==> src/rtl/ncl_ripple_adder_stage.sv <==
// W-bit dual-rail (NCL) ripple-carry adder stage with a four-phase DATA/NULL
// completion handshake, modelled synchronously. Define NCL_ADDER_SUB_EN to add the sub port.
module ncl_ripple_adder_stage #(
    parameter int W     = 8,
    parameter int CNT_W = 16
) (
    input  logic             clk,
    input  logic             init_n,
    input  logic [2*W-1:0]   A,
    input  logic [2*W-1:0]   B,
    input  logic [1:0]       carryin,
    output logic             ACOMP,
    output logic             BCOMP,
    output logic             carryinCOMP,
    output logic [2*W-1:0]   sum,
    input  logic             sumCOMP,
    output logic [1:0]       carryout,
    input  logic             carryCOMP,
    output logic             err,
    output logic [CNT_W-1:0] token_cnt
`ifdef NCL_ADDER_SUB_EN
    ,
    input  logic             sub
`endif
);

    typedef enum logic {
        S_NULL = 1'b0,
        S_DATA = 1'b1
    } state_t;

    state_t         state_q, state_d;
    logic           in_data, in_null, any_illegal;
    logic [W-1:0]   a_val, b_val;
    logic           cout_val;
    logic [2*W-1:0] sum_enc;
    logic           capture, do_release;

    // An ILLEGAL (11) pair fails both the one-hot and the all-zero test, so it
    // blocks every transition without needing a separate qualifier.
    always_comb begin
        in_data     = carryin[1] ^ carryin[0];
        in_null     = ~(carryin[1] | carryin[0]);
        any_illegal = carryin[1] & carryin[0];
        a_val       = '0;
        b_val       = '0;
        for (int i = 0; i < W; i++) begin
            in_data     = in_data & (A[2*i+1] ^ A[2*i]) & (B[2*i+1] ^ B[2*i]);
            in_null     = in_null & ~(A[2*i+1] | A[2*i]) & ~(B[2*i+1] | B[2*i]);
            any_illegal = any_illegal | (A[2*i+1] & A[2*i]) | (B[2*i+1] & B[2*i]);
            a_val[i]    = A[2*i+1];
`ifdef NCL_ADDER_SUB_EN
            b_val[i]    = sub ? B[2*i] : B[2*i+1];
`else
            b_val[i]    = B[2*i+1];
`endif
        end
    end

    // NOTE: blocking assignments here are deliberate: the carry must ripple
    // through the loop within one evaluation; only clocked state uses <=.
    always_comb begin
        logic c;
        logic s;
        c       = carryin[1];
        sum_enc = '0;
        for (int i = 0; i < W; i++) begin
            s            = a_val[i] ^ b_val[i] ^ c;
            c            = (a_val[i] & b_val[i]) | (c & (a_val[i] ^ b_val[i]));
            sum_enc[2*i+1] = s;
            sum_enc[2*i]   = ~s;
        end
        cout_val = c;
    end

    always_comb begin
        capture    = (state_q == S_NULL) && in_data && !sumCOMP && !carryCOMP;
        do_release = (state_q == S_DATA) && in_null && sumCOMP && carryCOMP;
        state_d    = state_q;
        if (capture) begin
            state_d = S_DATA;
        end else if (do_release) begin
            state_d = S_NULL;
        end
    end

    always_comb begin
        ACOMP       = (state_q == S_DATA);
        BCOMP       = ACOMP;
        carryinCOMP = ACOMP;
    end

    always_ff @(posedge clk or negedge init_n) begin
        if (!init_n) begin
            state_q   <= S_NULL;
            sum       <= '0;
            carryout  <= '0;
            err       <= 1'b0;
            token_cnt <= '0;
        end else begin
            state_q <= state_d;
            err     <= err | any_illegal;
            if (capture) begin
                sum       <= sum_enc;
                carryout  <= {cout_val, ~cout_val};
                token_cnt <= token_cnt + CNT_W'(1);
            end else if (do_release) begin
                sum      <= '0;
                carryout <= '0;
            end
        end
    end

endmodule

==> config.mk <==
export PLATFORM = sky130hd
export DESIGN_NAME = ncl_ripple_adder_stage
export DESIGN_NICKNAME = d
export VERILOG_FILES = /design/src/rtl/ncl_ripple_adder_stage.sv
export SDC_FILE = /design/constraint.sdc
export NUM_CORES = 1
export LEC_CHECK = 0
export CORE_ASPECT_RATIO = 1.1
export CORE_MARGIN = 2
export CORE_UTILIZATION = 25
export DETAILED_ROUTE_END_ITERATION = 16
export GPL_TIMING_DRIVEN = 1
export PLACE_DENSITY = 0.5
export RECOVER_POWER = 50
export SYNTH_ARGS = -nofsm -noshare
export SYNTH_HDL_FRONTEND = slang
export SYNTH_SLANG_ARGS = --single-unit
==> constraint.sdc <==
create_clock -name clk -period 1.5 [get_ports clk]
set_input_delay 0.3 -clock clk [delete_from_list [all_inputs] [get_ports clk]]
set_output_delay 0.3 -clock clk [all_outputs]
set_load 0.1 [all_outputs]
# After elaboration in Yosys (flattened, before gate mapping)
# Index checks and enable logic that the tools add are counted.
dict set report totals {
  regBits 36
  in_bits 38
}
dict set report op_classes {
  add_sub_neg 1
  mux 6
  bitwise_logic 167
  reduce_logical 9
}
# cell n
set op_table {}
lappend op_table {{1-bit bitwise AND} 65}
lappend op_table {{1-bit bitwise OR} 42}
lappend op_table {{1-bit bitwise XOR} 33}
lappend op_table {{16-bit two-way mux} 2}
lappend op_table {{1-bit inverter} 27}
lappend op_table {{16-bit by 1-bit adder with 16-bit output (second input constant)} 1}
lappend op_table {{1-bit logical AND} 6}
lappend op_table {{2-bit two-way mux} 2}
lappend op_table {{1-bit zero test} 2}
lappend op_table {{1-bit two-way mux} 2}
lappend op_table {{2-bit nonzero test} 1}

# Longest topological paths before layout
dict set report depth {
  ltp_word 23
  ltp_mapped 12
  ltp_nobuf 12
}

# Worst setup path before layout
# OpenSTA, ideal clock, no wires.
dict set report synth_path {
  path_type {input to register}
  startpoint {in A[1]}
  endpoint {reg sum[14]}
  t_arrival_ps 3548
  t_required_ps 1377
  slack_ps -2171
  cell_stages 12
  n_path_buf 0
  cell_sequence {inv_1 > fa_1 > fa_1 > fa_1 > fa_1 > fa_1 > fa_1 > inv_1 > fa_1 > inv_1 > fa_1 > a22o_1}
}
dict set report synth_via {
  elab_chain_cells 22
  word_cells_on_any_way 61
}
# element line_no
set synth_rtl {}
lappend synth_rtl {{from (decl)} 9} ;# input logic [2*W-1:0] A,
lappend synth_rtl {{1-bit bitwise OR} 49} ;# in_null = in_null & ~(A[2*i+1] | A[2*i]) & ~(B[2*i+1] | B[2*i]);
lappend synth_rtl {{1-bit inverter} 49}
lappend synth_rtl {{1-bit bitwise AND (16 in a row)} 49}
lappend synth_rtl {{1-bit logical AND (3 in a row)} 78} ;# do_release = (state_q == S_DATA) && in_null && sumCOMP && carryCOMP;
lappend synth_rtl {{2-bit nonzero test (no source line)} n/a}
lappend synth_rtl {{to (signal assigned)} 104} ;# sum <= sum_enc;
lappend synth_rtl {{to (decl)} 15} ;# output logic [2*W-1:0] sum,
# Parallel ways exist; a longest one is shown, timed or not.
# A chain may end at the register's enable or synchronous reset.

# Final worst setup path
dict set report layout_path {
  startpoint {in B[1]}
  endpoint {reg sum[14]}
}
dict set report layout_via {
  elab_chain_cells 21
  word_cells_on_any_way 59
}
# element line_no
set layout_rtl {}
lappend layout_rtl {{from (decl)} 10} ;# input logic [2*W-1:0] B,
lappend layout_rtl {{1-bit bitwise OR} 49}
lappend layout_rtl {{1-bit inverter} 49}
lappend layout_rtl {{1-bit bitwise AND (15 in a row)} 49}
lappend layout_rtl {{1-bit logical AND (3 in a row)} 78}
lappend layout_rtl {{2-bit nonzero test (no source line)} n/a}
# Parallel ways exist; a longest one is shown, timed or not.

==> metrics.yaml <==
min_path:
  min_from: "carryin[1]"
  hp-class: "primary input to register"
power_and_ir_drop:
  leakagePower_uw: 0.00229
  ir_worst_vdd_mv: 0.363
  combinationalPowerShare_pct: 20.2
  power_frac_seq_pct: 46.4
  finalPower_uw: 2090
  p_sw_share_pct: 27.0
  switching_power_uw: 564
  clockPowerShare_pct: 33.4
  powerDensity_nw_per_um2: 468
  p_int_uw: 1520
floorplanning:
  rows: 36
  start_util_pct: 26.0
  die-area_um2: 10100
  core_um2: 8960
  die_w_um: 96.0
  die_y_um: 105
  io_pins: 76
cts:
  cts_tree: "yes"
  clockBufferDepth: 2
  cts_root_buf: "clkbuf_8"
  htreeDepth: 2
  clk_pin_slew_ns: 0.08
  cts_sinks: 36
  cts_made_buffers: 5
  insertion_delay_ns: 0.29
setup_path:
  crit_required_ns: 1.69
  cp-end-kind: "register"
  criticalPathCategory: "primary input to register"
  r2r-start: "token_cnt[4]$_DFFE_PN0P_"
  critical_path.startpoint_type: "primary input"
  worstPathArrival_ns: 3.46
  startpoint: "B[1]"
  crit_fanout: 2
sta:
  clock_skew_ns: 0.0124
  maxSlewViolCount: 0
  worstMarginPinSlew_ns: 0.575
  finalHoldViolations: 0
  setup_viol: 36
  fmax_ghz: 0.306
  setup_slack_ns: -1.77
  post-route-period-util_pct: 218
  rsz0062_at_grt: "yes"
  timing.final.crit_period_ns: 3.27
  max-slew-margin-rel_pct: 61.6
job:
  max_cap_violations: 0
cells_and_area:
  n_antenna_cell: 0
  layout_common_cells: "39 x buf_12, 39 x buf_4, 28 x ha_1"
  layout-drive-gt1-share_pct: 53.2
  fillers: 825
  final_cell_count_no_fill: 454
  fin_nets: 420
  design_area_um2: 4460
  syn_to_final_growth_pct: 91.6
global_routing:
  grt_start_max_net_pins: 24
  antenna_found_initial: 0
  grtUsageTotal_pct: 13.3
  gr-total-overflow: 0
  grt_pass1_vias: 2145
  grt_pass1_wl_mm: 10.4
logic_synthesis:
  syn-mean-instance-area_um2: 11.0
  syn-cell-area_um2: 2330
  synth_top_family_by_area: "adder cells"
  synth_compound_area_share_pct: 6.99
  yosysWarnings: 0
  synth_ff_type: "dfrtp_1"
  yosys.area_share.adder_pct: 25.7
  synth-simple-area-share_pct: 14.5
  synthCells: 212
  seq_area_frac_synth_pct: 38.7
  synth_mux_area_share_pct: 0
  ys_async_sr_fraction_pct: 100
  synth_edf_count: 0
  ys_ff_latch: 36
  yosys.cell_types.count: 28
  synth_xor_area_share_pct: 5.64
  synth_nets: 293
drt:
  vias: 2014
  drt-total-wl_mm: 6.32
  vias_per_cell: 4.44
  drc: 0
  ant_nets: 0
  dr.pass1.iters: 4
  drt-initial-drc-count: 24
  wl_per_cell_um: 13.9
status:
  status: "finished with violations"
  violations: "setup timing"
placed_design:
  dpl-instance-area_um2: 4080
  io_buffers: 75
  hpwl_mm: 5.10
  dp_cells: 442
  place_ws_ns: -2.68
  routabilityCongestion: 0.745
## stage by stage
step	setup TNS (ns)	utilization, %	hold WS (ns)
after floorplan	-18.42	-	0.00441
after global placement	-49.04	45.5	0.312
after detailed placement	-50.04	45.5	0.315
after CTS	-29.36	48.1	0.385
after global routing	-23.67	49.8	0.393
final	-20.86	49.8	0.392
## final timing paths
path                                        endpoint  slack [ns]  cells after the start
setup / recovery                 sum[14]$_DFFE_PN0P_       -1.77                     13
hold / removal                         err$_DFF_PN0_        0.39                      3
setup reg to reg           token_cnt[15]$_DFFE_PN0P_       -0.07                      5
hold reg to reg            token_cnt[15]$_DFFE_PN0P_        0.54                      1
max in group asynchronous         sum[3]$_DFFE_PN0P_        0.30                      3
min in group asynchronous   token_cnt[1]$_DFFE_PN0P_        0.53                      2
## cell type report
| cell class | instances | area, um^2 | share of cell area, % |
|---|---|---|---|
| Timing Repair Buffer | 127 | 1620 | 36.2 |
| Sequential cell | 36 | 947 | 21.2 |
| Clock buffer | 5 | 68.8 | 1.54 |
| Multi-Input combinational cell | 130 | 1500 | 33.7 |
| Clock inverter | 3 | 18.8 | 0.421 |
| Inverter | 39 | 166 | 3.73 |
| Tap cell | 114 | 143 | 3.20 |
## registers in the layout, summed over array words and instances (netlist names)
| signal | flops |
|---|---|
| err | 1 |
| token_cnt | 16 |
| carryout | 2 |
| ACOMP | 1 |
| sum | 16 |
## layer usage
layer | routed length [um] | vias to the layer above | global-route usage (%)
li1 | - | 975 | -
met4 | 119 | 0 | 3.57
met2 | 3090 | 74 | 21.6
met1 | 2740 | 957 | 17.1
met3 | 369 | 8 | 3.72
met5 | 0 | - | 0
## critical path, stage by stage
cell and delay [ns]:
buf_8 0.08, inv_4 0.03, fa_2 0.38, fa_2 0.36, fa_2 0.36, fa_2 0.35, fa_2 0.34, fa_2 0.34
inv_2 0.06, fa_2 0.19, inv_2 0.04, fa_2 0.41, a22o_1 0.22
## power by group through the flow
stage                     Combinational, uW  Clock (uW)  Sequential (uW)
after floorplan                         143           0              990
after global placement                  381           0              990
after detailed placement                387           0              990
after CTS                               413         710              969
after global routing                    479         754              969
final                                   421         697              969
## logic make-up (layout without fill, tap and decap cells)
logic type,after synthesis,after routing
flops,36,36
buf+inv,46,174
compound gates,19,19
simple gates,53,53
xor+xnor,15,15
fa+ha+maj,43,43
## synthesized netlist by cell type (all sizes together), types with 7 or more instances
| cell | number | area share [%] |
|---|---|---|
| nor3 | 10 | 3.1 |
| fa | 8 | 6.9 |
| xor2 | 8 | 3.0 |
| nand4 | 12 | 3.9 |
| inv | 39 | 6.3 |
| xnor2 | 7 | 2.6 |
| dfrtp | 36 | 39 |
| a22o | 9 | 3.4 |
| nand2 | 12 | 1.9 |
| o2bb2ai | 9 | 3.4 |
| ha | 35 | 19 |
## timing repair
item	CTS	global route
hold buffers	1	0
setup buffers	15	1
pin swaps	28	20
resized for setup	56	59
cloned	0	1
endpoints found under the setup margin	36	36
endpoints found under the hold margin	6	0
Power figures use the tool's default switching activity.
